## src/rtl/note_sequencer_if.sv

```systemverilog
// Note sequencer bus: the note strobe and flush toward the sequencer, and the playback status back from it.
interface note_sequencer_if;
    logic       note_valid;
    logic [7:0] note_code;
    logic       flush;
    logic [7:0] play_note;
    logic       play_active;
    logic [4:0] queue_count;
    logic       overflow;
    logic       busy;

    modport master (
        output note_valid, note_code, flush,
        input  play_note, play_active, queue_count, overflow, busy
    );

    modport slave (
        input  note_valid, note_code, flush,
        output play_note, play_active, queue_count, overflow, busy
    );
endinterface

```

## src/rtl/note_sequencer.sv

```systemverilog
// Note queue plus playback FSM: each queued note plays for note_cycles and is followed by a silent gap.
// Notes are played in the order they arrive.
module note_sequencer #(
    parameter int unsigned note_cycles = 25_000_000,
    parameter int unsigned gap_cycles  = 2_500_000,
    parameter int unsigned fifo_depth  = 8
) (
    input  logic            clk,
    input  logic            reset,
    note_sequencer_if.slave bus
);
    localparam int unsigned AW        = $clog2(fifo_depth);
    localparam logic [1:0]  S_IDLE    = 2'd0;
    localparam logic [1:0]  S_PLAY    = 2'd1;
    localparam logic [1:0]  S_GAP     = 2'd2;
    localparam logic [31:0] NOTE_LAST = 32'(note_cycles - 32'd1);
    localparam logic [31:0] GAP_LAST  = 32'(gap_cycles - 32'd1);
    localparam logic [AW:0] PTR_ONE   = {{AW{1'b0}}, 1'b1};

    function automatic logic is_playable(input logic [7:0] code);
        return (code >= 8'd2) && (code <= 8'd11);
    endfunction

    logic [7:0]  r_mem [fifo_depth];
    logic [AW:0] r_wr_ptr;
    logic [AW:0] r_rd_ptr;
    logic [1:0]  r_state;
    logic [31:0] r_cnt;
    logic [7:0]  r_play_note;
    logic        r_play_active;
    logic [4:0]  r_queue_count;
    logic        r_overflow;
    logic        r_busy;

    logic w_empty;
    logic w_full;
    logic w_pop_raw;
    logic w_pop;
    logic w_accept;
    logic w_push;
    logic w_drop;

    assign w_empty  = (r_wr_ptr == r_rd_ptr);
    assign w_full   = (r_wr_ptr[AW] != r_rd_ptr[AW]) && (r_wr_ptr[AW-1:0] == r_rd_ptr[AW-1:0]);
    assign w_accept = bus.note_valid && is_playable(bus.note_code) && !bus.flush;
    assign w_pop    = w_pop_raw && !bus.flush;
    // A same-cycle pop frees a slot, so a full queue can still take a note.
    assign w_push   = w_accept && (!w_full || w_pop);
    assign w_drop   = w_accept && w_full && !w_pop;

    // Decide whether the FSM takes the head note this cycle.
    always_comb begin
        w_pop_raw = 1'b0;
        case (r_state)
            S_IDLE:  w_pop_raw = !w_empty;
            S_GAP:   w_pop_raw = !w_empty && (r_cnt == GAP_LAST);
            default: w_pop_raw = 1'b0;
        endcase
    end

    // Queue storage; pointer reset alone empties it, so the data needs no reset.
    always_ff @(posedge clk) begin
        if (reset && w_push) begin
            r_mem[r_wr_ptr[AW-1:0]] <= bus.note_code;
        end
    end

    // Queue pointers, status flags and the playback state machine.
    always_ff @(posedge clk) begin
        if (!reset) begin
            r_wr_ptr      <= '0;
            r_rd_ptr      <= '0;
            r_state       <= S_IDLE;
            r_cnt         <= 32'd0;
            r_play_note   <= 8'd0;
            r_play_active <= 1'b0;
            r_queue_count <= 5'd0;
            r_overflow    <= 1'b0;
            r_busy        <= 1'b0;
        end else if (bus.flush) begin
            // play_note is left alone so the tone generator keeps a sane code.
            r_wr_ptr      <= '0;
            r_rd_ptr      <= '0;
            r_state       <= S_IDLE;
            r_cnt         <= 32'd0;
            r_play_active <= 1'b0;
            r_queue_count <= 5'd0;
            r_overflow    <= 1'b0;
            r_busy        <= 1'b0;
        end else begin
            if (w_push) r_wr_ptr <= r_wr_ptr + PTR_ONE;
            if (w_pop)  r_rd_ptr <= r_rd_ptr + PTR_ONE;
            if (w_drop) r_overflow <= 1'b1;
            r_queue_count <= r_queue_count + {4'd0, w_push} - {4'd0, w_pop};
            case (r_state)
                S_IDLE: begin
                    if (w_pop) begin
                        r_play_note   <= r_mem[r_rd_ptr[AW-1:0]];
                        r_cnt         <= 32'd0;
                        r_state       <= S_PLAY;
                        r_play_active <= 1'b1;
                        r_busy        <= 1'b1;
                    end
                end
                S_PLAY: begin
                    if (r_cnt == NOTE_LAST) begin
                        r_cnt         <= 32'd0;
                        r_state       <= S_GAP;
                        r_play_active <= 1'b0;
                    end else begin
                        r_cnt <= r_cnt + 32'd1;
                    end
                end
                S_GAP: begin
                    if (r_cnt == GAP_LAST) begin
                        r_cnt <= 32'd0;
                        if (w_pop) begin
                            r_play_note   <= r_mem[r_rd_ptr[AW-1:0]];
                            r_state       <= S_PLAY;
                            r_play_active <= 1'b1;
                        end else begin
                            r_state <= S_IDLE;
                            r_busy  <= 1'b0;
                        end
                    end else begin
                        r_cnt <= r_cnt + 32'd1;
                    end
                end
                default: begin
                    r_state       <= S_IDLE;
                    r_cnt         <= 32'd0;
                    r_play_active <= 1'b0;
                    r_busy        <= 1'b0;
                end
            endcase
        end
    end

    assign bus.play_note   = r_play_note;
    assign bus.play_active = r_play_active;
    assign bus.queue_count = r_queue_count;
    assign bus.overflow    = r_overflow;
    assign bus.busy        = r_busy;
endmodule
```

## src/flat_wrapper.sv

```systemverilog
// flat-port wrapper written by rule: the top's interface ports become plain ports
module note_sequencer_flat 
#(
    parameter int unsigned note_cycles = 25_000_000,
    parameter int unsigned gap_cycles  = 2_500_000,
    parameter int unsigned fifo_depth  = 8
)
  (clk, reset, bus_note_valid, bus_note_code, bus_flush, bus_play_note, bus_play_active, bus_queue_count, bus_overflow, bus_busy);
  note_sequencer_if bus_i ();
  input  logic clk;
  input  logic reset;
  input wire logic [$bits(bus_i.note_valid)-1:0] bus_note_valid;
  input wire logic [$bits(bus_i.note_code)-1:0] bus_note_code;
  input wire logic [$bits(bus_i.flush)-1:0] bus_flush;
  output wire logic [$bits(bus_i.play_note)-1:0] bus_play_note;
  output wire logic [$bits(bus_i.play_active)-1:0] bus_play_active;
  output wire logic [$bits(bus_i.queue_count)-1:0] bus_queue_count;
  output wire logic [$bits(bus_i.overflow)-1:0] bus_overflow;
  output wire logic [$bits(bus_i.busy)-1:0] bus_busy;
  assign bus_i.note_valid = bus_note_valid;
  assign bus_i.note_code = bus_note_code;
  assign bus_i.flush = bus_flush;
  assign bus_play_note = bus_i.play_note;
  assign bus_play_active = bus_i.play_active;
  assign bus_queue_count = bus_i.queue_count;
  assign bus_overflow = bus_i.overflow;
  assign bus_busy = bus_i.busy;
  note_sequencer #(.note_cycles(note_cycles), .gap_cycles(gap_cycles), .fifo_depth(fifo_depth)) u_core (.clk(clk), .reset(reset), .bus(bus_i));
endmodule
```

## config.mk

```make
export PLATFORM = sky130hd
export DESIGN_NAME = note_sequencer_flat
export DESIGN_NICKNAME = d
export VERILOG_FILES = /design/src/rtl/note_sequencer_if.sv /design/src/rtl/note_sequencer.sv /design/src/flat_wrapper.sv
export SDC_FILE = /design/constraint.sdc
export NUM_CORES = 1
export LEC_CHECK = 0
export CAP_MARGIN = 40
export CELL_PAD_IN_SITES_DETAIL_PLACEMENT = 2
export CELL_PAD_IN_SITES_GLOBAL_PLACEMENT = 2
export CORE_AREA = 2 2 120 122
export DETAILED_ROUTE_END_ITERATION = 8
export DIE_AREA = 0 0 122 124
export PLACE_DENSITY_LB_ADDON = 0.08
export SYNTH_ARGS = -nofsm -noshare
export SYNTH_HDL_FRONTEND = slang
export SYNTH_SLANG_ARGS = --single-unit
```

## constraint.sdc

```tcl
create_clock -name clk -period 3.7 [get_ports clk]
set_input_delay 0.74 -clock clk [delete_from_list [all_inputs] [get_ports clk]]
set_output_delay 0.74 -clock clk [all_outputs]
set_load 0.1 [all_outputs]
```

==> results of run 1 <==
-- routing by layer --
| layer | global-route usage, % | wire length (µm) | vias up |
|---|---|---|---|
| met4 | 8.261 | 250 | 0 |
| met3 | 5.220 | 415 | 20 |
| met1 | 30.38 | 7365 | 2101 |
| met5 | 0 | 0 | - |
| li1 | - | - | 1854 |
| met2 | 39.42 | 8048 | 64 |
-- per-stage QoR --
step / util [%] / worst slack [ns]
after CTS: 50.37 / 0.3730
after detailed placement: 46.56 / 0.2543
after global placement: 44.81 / 0.3191
after global routing: 50.37 / 0.1141
final: 50.37 / 0.3965
after floorplan: - / 0.6430
-- synth_stat cells, drive strengths merged, types with 2 or more instances --
cell type   n  area share (%)
nand2      39             2.6
and4b       2            0.36
inv        17             1.1
and4        5            0.78
nand3b      2            0.27
xor2       24             3.8
ha         12             2.7
nor2       44             3.0
or4         3            0.40
nand4      12             1.3
or3         2            0.22
and2        5            0.56
nand3      18             1.6
clkbuf      9            0.63
edfxtp     64              34
a211oi      3            0.40
nor4        7            0.78
and3        6            0.67
nor3       13             1.2
o211ai      3            0.40
mux4       16             6.4
mux2i      11             2.0
xnor2       9             1.4
o31ai       3            0.49
a31oi       5            0.56
dfxtp      61              22
o21ai       9            0.87
nor2b       5            0.56
a21oi      13             1.2
nand4b      2            0.31
o211a       8             1.4
buf        15             1.3
nor4b       3            0.47
a21o        3            0.40
a2111oi     2            0.76
o21a        2            0.27
-- kinds of logic (layout without fill, tap and decap cells) --
family | Yosys count | in the layout | synth area share (%)
buffers and inverters | 41 | 112 | 3.041
AND/OR/NAND/NOR | 173 | 173 | 15.83
multiplexers | 27 | 27 | 8.408
flip-flops | 125 | 125 | 56.17
AO/OA/AOI/OAI | 58 | 58 | 8.341
XOR/XNOR | 33 | 33 | 5.166
adder cells (fa/ha/maj) | 13 | 13 | 3.041
-- worst max-delay path: stages, from the launching register on --
cell and delay [ns]:
dfxtp_1 0.58, xor2_1 0.20, o41ai_4 0.67, nor2_2 0.08
and2_1 0.18, ha_1 0.28, inv_1 0.07, ha_1 0.17
inv_1 0.07, fa_1 0.41, inv_1 0.07, a21o_1 0.11
a21oi_1 0.08, xnor2_1 0.16, nor2_1 0.05
-- state kept, by name, summed over array words and instances, names as in the netlist, named ones only --
name and count:
u_core.r_mem 64, u_core.r_cnt 32, u_core.bus.play_note 8, u_core.bus.queue_count 5, u_core.r_rd_ptr 4, u_core.r_wr_ptr 4, u_core.r_state 2, u_core.bus.busy 1
u_core.bus.overflow 1, u_core.bus.play_active 1
-- power by group through the flow --
stage / registers [mW] / clock network (mW) / logic, mW
3_3_place_gp: 1.49 / 0 / 0.0573
5_1_grt: 1.46 / 1.59 / 0.0678
2_1_floorplan: 1.49 / 0 / 0.0199
4_1_cts: 1.46 / 1.52 / 0.0634
3_5_place_dp: 1.49 / 0 / 0.0625
6_report: 1.46 / 1.49 / 0.0627
-- cells in the final DEF, fill, tap and decap left out, types with 4 or more instances in the layout --
cell | Yosys | final
a21oi_1 | 12 | 12
a31oi_1 | 5 | 5
and2_1 | 5 | 5
and3_1 | 6 | 6
and4_1 | 5 | 5
buf_4 | 0 | 20
buf_8 | 0 | 16
clkbuf_1 | 8 | 4
clkbuf_16 | 0 | 17
clkdlybuf4s50_1 | 0 | 27
clkinv_2 | 0 | 4
dfxtp_1 | 61 | 61
edfxtp_1 | 64 | 64
ha_1 | 12 | 12
inv_1 | 17 | 17
mux2i_1 | 11 | 11
mux4_2 | 16 | 16
nand2_1 | 39 | 39
nand3_1 | 18 | 18
nand4_1 | 12 | 12
nor2_1 | 43 | 43
nor2b_1 | 5 | 5
nor3_1 | 13 | 13
nor4_1 | 7 | 5
o211a_1 | 8 | 8
o21ai_0 | 6 | 6
xnor2_1 | 9 | 9
xor2_1 | 24 | 24
-- final timing paths --
check / startpoint / end / slack (ns) / depth (start not counted)
min reg2reg: u_core.bus.overflow / u_core.bus.overflow / 0.48 / 2
max: u_core.r_wr_ptr[1] / u_core.bus.queue_count[4] / 0.40 / 14
min: u_core.bus.overflow / u_core.bus.overflow / 0.48 / 2
max reg2reg: u_core.r_wr_ptr[1] / u_core.bus.queue_count[4] / 0.40 / 14
-- final cells by class --
type | count | area, µm²
fillers | 1348 | 6809
flip-flops and latches | 125 | 3143
multi-input cells | 304 | 2295
repair buffers | 63 | 660.6
clock buffers | 22 | 454.2
well taps | 180 | 225.2
clock inverters | 10 | 68.82
inverters | 17 | 63.81
==> results_dict.tcl, run 1 <==
set metrics [dict create \
    worstMarginPinSlew_ns 0.8387 \
    die_area_mm2 0.01513 \
    antenna_found_initial 0 \
    ioPinCount 28 \
    n_antenna_cell 0 \
    period_minus_slack_ns 3.303 \
    pwr-share-seq_pct 48.4 \
    drcViolationCount 0 \
    drive_gt1_share_pct 16.82 \
    synth-seq-cells 125 \
    globalRouteOverflowTotal 0 \
    ctsHtreeMaxLevel 4 \
    synth_cell_types 57 \
    grt_pass1_vias 4433 \
    antenna_left 0 \
    final_nets 553 \
    place_inst 689 \
    fin_crit_sh_pct 89.28 \
    gp_congestion 0.8273 \
    p_int_mw 2.347 \
    cp-start-kind "flop" \
    first_pass_iters 4 \
    status "finished, final reports clean" \
    p_total_mw 3.008 \
    areaGrowthSynthToFinish_pct 23.50 \
    power_density_mw_per_mm2 435.2 \
    grt_usage_pct 23.60 \
    synthCells 470 \
    initial_core_util_pct 40.78 \
    max_slew_margin_pct 44.01 \
    synth_edf_count 64 \
    rows 43 \
    place_area_mm2 0.006387 \
    cp.arrival_ns 3.62 \
    maxCapViolCount 0 \
    fp.dieW_um 122 \
    ctsHoldBuffers 0 \
    worstPathMaxFanout 9 \
    async_reset_ff_share_pct 0 \
    crit_path_end_kind "flop" \
    synth_fp_nets 495 \
    die_h_um 124 \
    drt_wl_total_um 16080 \
    whs_ns 0.4848 \
    clockRootBuffer "clkbuf_16" \
    crit_type "flop to flop" \
    cts.clk_slew.worst_paths_ns 0.06 \
    grt_max_degree 25 \
    post-cts-setup-buffer-count 0 \
    swShare_pct 21.96 \
    power.switching_mw 0.6606 \
    hold_viol 0 \
    cts.repair.resized 0 \
    rsz0062_at_grt "no" \
    avgViaCountPerCell 5.602 \
    core_region_area_mm2 0.01372 \
    yosysSeqAreaShare_pct 56.17 \
    cts_sinks 125 \
    hpwl_um 10800 \
    skew_ns 0.008901 \
    post-route-cell-area_mm2 0.006910 \
    p_clk_share_pct 49.5 \
    required_ns 4.01 \
    combPwrFrac_pct 2.1 \
    clock_latency_ns 0.43 \
    numCtsBuffers 17 \
    routedWlPerCell_um 22.30 \
    fmax_ghz 0.3027 \
    stdcell_count 721 \
    fin_tns_setup_ns 0 \
    cts_max_path_buffers 2 \
    yosys_warnings 0 \
    grt_pass1_wl_um 25870 \
    setup_viol 0 \
    netlist_area_mm2 0.005595 \
    ys.flop_type "edfxtp_1" \
    dr.first_iter.drc_count 245 \
    avgSynthCellArea_um2 11.91 \
    port_buffers 27 \
    p_leak_nw 2.404 \
    cts_tree "done" \
    finalMaxSlewViolations 0 \
    hold_class "flop to flop" \
    vias 4039 \
    vdd_drop_max_mv 0.3119 \
]
Note: power is estimated with default switching activity, not from simulation.
==> run 2, diff against run 1 <==
CTS_CLUSTER_SIZE = 12   (was default)
PLACE_DENSITY_LB_ADDON = 0.3   (was 0.08)
==> run 2 against run 1 <==
  * Routed wire length rose by 19%
  * Total power rose by 12%
  * Via count rose by 4.4%
  * Sequential share of layout area fell by 0.84 points
  * Hold slack improved by 0.015 ns
  * Sequential cell count did not move
  * Clock skew rose by 0.0094 ns
  * Final area rose by 1.9%
  * Largest power group unchanged
  * Critical path type unchanged
  * Register-to-register slack got worse by 0.18 ns
==> results_dict.tcl, run 2 (synthesis results as in run 1) <==
set metrics [dict create \
    status "finished, final reports clean" \
    place_inst 687 \
    period_minus_slack_ns 3.483 \
    routedWlPerCell_um 26.60 \
    max_stage_delay_ns 0.37 \
    finalMaxSlewViolations 0 \
    worstPathMaxFanout 7 \
    drt_wl_total_um 19180 \
    dr.first_iter.drc_count 309 \
    maxCapViolCount 0 \
    max_slew_margin_pct 41.59 \
    numCtsBuffers 17 \
    nFillCells 1318 \
    cts_tree "done" \
    vias 4218 \
    n_antenna_cell 0 \
    path_buf_inv 3 \
    ioPinCount 28 \
    setup_viol 0 \
    globalRouteOverflowTotal 0 \
    p_total_mw 3.375 \
    fp.dieW_um 122 \
    crit_path_end_kind "flop" \
    largest_reg_flops 64 \
    hpwl_um 11900 \
    drcViolationCount 0 \
    die_h_um 124 \
    fmax_ghz 0.2871 \
    cp.arrival_ns 3.80 \
    final_nets 553 \
    die_area_mm2 0.01513 \
    fin_crit_sh_pct 94.14 \
    clockRootBuffer "clkbuf_16" \
    port_buffers 27 \
    hold_viol 0 \
    use_met3_pct 6.090 \
    grt_usage_pct 26.87 \
    path_cells "ha_1 > and4_2 > and4_1 > a21o_1 > and2_2 > o21ai_2 > inv_1 > ha_1 > inv_1 > fa_1 > inv_1 > a21o_1 > a21oi_1 > xnor2_1 > nor2_1" \
    grt_pass1_wl_um 28890 \
    worstMarginPinSlew_ns 0.8745 \
    power_density_mw_per_mm2 479.4 \
    avgViaCountPerCell 5.850 \
    crit_type "flop to flop" \
    first_pass_iters 4 \
    stdcell_count 721 \
    clock_latency_ns 0.44 \
    path_depth 15 \
    cts_sinks 125 \
    fin_tns_setup_ns 0 \
    rsz0062_at_grt "no" \
    final_common_cell "edfxtp_1" \
    layout_common_cells "64 x edfxtp_1, 61 x dfxtp_1, 43 x nor2_1, 39 x nand2_1, 27 x clkdlybuf4s50_1" \
    p_leak_nw 2.480 \
    use_met1_pct 30.04 \
    critPathTopFamily "simple AND/OR/NAND/NOR gates" \
    antenna_left 0 \
    core_region_area_mm2 0.01372 \
    cts.clk_slew.worst_paths_ns 0.06 \
    areaGrowthSynthToFinish_pct 25.83 \
    required_ns 4.02 \
    grt_max_degree 25 \
    crit_top_cell "inv_1" \
    initial_core_util_pct 40.78 \
    grt_pass1_vias 4769 \
    vdd_drop_max_mv 0.3406 \
    cts_max_path_buffers 2 \
    grt-busiest-layer "met2" \
    post-route-util_pct 51.32 \
    gp_congestion 0.7933 \
    worstRegToRegCells 15 \
    use_met2_pct 47.42 \
    holdPathStages 1 \
    rows 43 \
    cp-start-kind "flop" \
    hold_class "flop to flop" \
    ctsHtreeMaxLevel 4 \
    skew_ns 0.01831 \
    drive_gt1_share_pct 17.38 \
    critPathSlowestCell "dfxtp_1" \
    antenna_found_initial 0 \
]
## run 2: report_power, final
group / switching, mW / internal [mW] / leakage, nW
clock network: 0.643 / 1.21 / 0.325
logic: 0.0428 / 0.0211 / 1.09
registers: 0.000758 / 1.46 / 1.07
total: 0.687 / 2.69 / 2.48
## run 2: cell type report
cell class                      instances  area [µm²]  share of cell area [%]
Clock inverter                          9       123.9                   1.759
Inverter                               17       63.81                  0.9063
Timing Repair Buffer                   63       668.1                   9.490
Multi-Input combinational cell        304        2285                   32.45
Clock buffer                           23       531.8                   7.553
Tap cell                              180       225.2                   3.199
Sequential cell                       125        3143                   44.64
## run 2: worst reg2reg max path, delay by kind of cell, from the launching register on
kind | cells | cell delay [ns]
xor gates and xnor gates | 1 | 0.15
AOI/OAI and AO/OA | 4 | 0.90
and+or+nand+nor | 4 | 0.93
adders and majority gates | 3 | 0.74
DFF | 1 | 0.37
buffers and inverters | 3 | 0.29
## run 2: worst paths after layout
path | startpoint | endpoint | slack [ns]
min | u_core.bus.busy | u_core.bus.busy | 0.50
min reg2reg | u_core.bus.busy | u_core.bus.busy | 0.50
max | u_core.r_cnt[0] | u_core.bus.queue_count[4] | 0.22
max reg2reg | u_core.r_cnt[0] | u_core.bus.queue_count[4] | 0.22
## run 2: metal layers
layer	wire length (µm)	vias to the layer above
li1	-	1851
met1	7552	2188
met2	9896	122
met3	811	57
met4	921	0
met5	0	-
## run 2: per-stage QoR
step | setup slack [ns] | instance area (µm²) | hold WS [ns]
6_report | 0.2167 | 7041 | 0.4997
5_1_grt | 0.06918 | 7041 | 0.5210
4_1_cts | 0.06878 | 7024 | 0.5005
3_5_place_dp | 0.06192 | 6367 | 0.4641
3_3_place_gp | 0.2961 | 6112 | 0.4472
2_1_floorplan | 0.6430 | 5595 | 0.4595
## run 2: what timing repair did
action,4_1_cts,5_1_grt
resized for setup,1,1
buffers inserted,0,2
endpoints found under the setup margin,1,1
hold buffers,0,0
pin swaps,0,2
==> run 3, diff against run 2 <==
PLACE_DENSITY = 0.83   (was default)
PLACE_DENSITY_LB_ADDON = default   (was 0.3)
==> run 3 against run 2 <==
  * Global-route usage grew 1.1 points
  * Count of clock-buffer cells in the layout shrank 2
  * Clock power shrank 14%
  * Hold slack gained 0.0010 ns
  * First-iteration DRC count grew 17%
  * Fmax grew 0.91%
  * Die area is the same
  * Largest cell class unchanged
  * Via count grew 1.9%
  * Largest power group unchanged
==> results_dict.tcl, run 3 (synthesis results as in run 1) <==
set metrics [dict create \
    status "finished, final reports clean" \
    avgViaCountPerCell 5.931 \
    gp_congestion 0.7786 \
    layout_common_cells "64 x edfxtp_1, 61 x dfxtp_1, 43 x nor2_1, 39 x nand2_1, 27 x clkdlybuf4s50_1" \
    final_nets 557 \
    cts_sinks 125 \
    largest_reg_flops 64 \
    areaGrowthSynthToFinish_pct 24.96 \
    seqCellArea_mm2 0.003143 \
    p_leak_nw 2.462 \
    antenna_left 0 \
    grt_usage_pct 27.97 \
    hold_viol 0 \
    skew_ns 0.009876 \
    crit_path_end_kind "flop" \
    min_from "u_core.bus.play_note[6]" \
    place_ws_ns 0.05414 \
    max_slew_margin_pct 40.65 \
    p_clk_share_pct 51.2 \
    clock_latency_ns 0.42 \
    vdd_drop_max_mv 0.3411 \
    n_antenna_cell 0 \
    power_density_mw_per_mm2 446.6 \
    fin_tns_setup_ns 0 \
    core_region_area_mm2 0.01372 \
    first_pass_iters 4 \
    rsz0062_at_grt "no" \
    finalMaxSlewViolations 0 \
    globalRouteOverflowTotal 0 \
    worstRegToRegCells 15 \
    power.switching_mw 0.6691 \
    drt_wl_total_um 19960 \
    holdPathEnd "u_core.bus.play_note[6]" \
    hold_class "flop to flop" \
    final_common_cell "edfxtp_1" \
    setup_slack_ns 0.2480 \
    crit_type "flop to flop" \
    rows 43 \
    hpwl_um 12330 \
    pwr-share-seq_pct 46.6 \
    stdcell_count 725 \
    cp.arrival_ns 3.76 \
    antenna_found_initial 0 \
    grt_max_degree 25 \
    cts_max_path_buffers 2 \
    grt_pass1_wl_um 30640 \
    worstMarginPinSlew_ns 0.8890 \
    initial_core_util_pct 40.78 \
    reg2reg_slack_ns 0.25 \
    worstPathMaxFanout 6 \
    cts.clk_slew.worst_paths_ns 0.05 \
    fp.dieW_um 122 \
    die_area_mm2 0.01513 \
    period_minus_slack_ns 3.452 \
    die_h_um 124 \
    setup_viol 0 \
    required_ns 4.01 \
    fin_crit_sh_pct 93.30 \
    swShare_pct 21.43 \
    dr.first_iter.drc_count 363 \
    multi_input_area_mm2 0.002302 \
    vias 4300 \
    p_int_mw 2.454 \
    holdPathStages 1 \
    r2r_start "u_core.r_cnt[0]" \
    clockRootBuffer "clkbuf_16" \
    post-route-util_pct 50.96 \
    cts_tree "done" \
    port_buffers 27 \
    ioPinCount 28 \
    maxCapViolCount 0 \
    grt_pass1_vias 4845 \
    r2r_end "u_core.bus.queue_count[4]" \
    routedWlPerCell_um 27.53 \
    cp-start-kind "flop" \
    drcViolationCount 0 \
    fmax_ghz 0.2897 \
    nFillCells 1314 \
    drive_gt1_share_pct 17.25 \
    ctsHtreeMaxLevel 4 \
    combPwrFrac_pct 2.1 \
    numCtsBuffers 17 \
    place_inst 692 \
]
==> run 3: stage by stage <==
stage | power, mW | area (µm²) | hold slack (ns)
2_1_floorplan | 1.509 | 5595 | 0.4595
6_report | 3.123 | 6992 | 0.5007
3_5_place_dp | 1.549 | 6422 | 0.4662
4_1_cts | 3.133 | 6964 | 0.5018
3_3_place_gp | 1.542 | 6157 | 0.4511
5_1_grt | 3.208 | 6992 | 0.5281
==> run 3: worst max path at each step <==
stage | from | to | depth (start not counted)
2_1_floorplan | u_core.r_wr_ptr[1] | u_core.bus.queue_count[4] | 16
3_3_place_gp | bus_flush | u_core.bus.queue_count[4] | 15
3_5_place_dp | bus_flush | u_core.bus.queue_count[4] | 15
4_1_cts | u_core.r_cnt[6] | u_core.bus.queue_count[4] | 14
5_1_grt | u_core.r_cnt[0] | u_core.bus.queue_count[4] | 15
6_report | u_core.r_cnt[0] | u_core.bus.queue_count[4] | 15
==> run 3: power groups by stage <==
stage	Combinational, mW	Clock, mW	Sequential [mW]
3_3_place_gp	0.0571	0	1.49
3_5_place_dp	0.0639	0	1.49
5_1_grt	0.0699	1.68	1.46
6_report	0.0668	1.60	1.46
2_1_floorplan	0.0199	0	1.49
4_1_cts	0.0665	1.61	1.46
==> run 3: layout make-up <==
class | count | share of cell area (%)
inverters | 17 | 0.9127
repair buffers | 67 | 10.24
flip-flops and latches | 125 | 44.95
clock inverters | 11 | 1.450
multi-input cells | 304 | 32.93
clock buffers | 21 | 6.299
well taps | 180 | 3.221
==> run 3: timing repair <==
action	CTS	global route
resized for setup	0	4
setup buffers	0	1
hold buffers	0	0
setup endpoints to repair	0	1
==> run 3: worst max-delay path: stages (launching register included) <==
cell and delay [ns]:
dfxtp_1 0.39, ha_1 0.26, and4_1 0.27, and4_1 0.33, a21o_1 0.25, and2_2 0.28, ha_1 0.29, inv_1 0.08
ha_1 0.20, inv_1 0.07, fa_1 0.41, inv_1 0.10, a21o_1 0.12, a21oi_1 0.08, xnor2_1 0.16, nor2_1 0.06
==> run 3: layer usage <==
| metal | up-vias | part of all wire, % | GRT usage [%] |
|---|---|---|---|
| met3 | 40 | 4.3 | 5.861 |
| met5 | - | 0 | 0 |
| met2 | 137 | 53 | 50.56 |
| met4 | 0 | 2.9 | 11.57 |
| met1 | 2253 | 40 | 32.21 |
| li1 | 1870 | - | - |
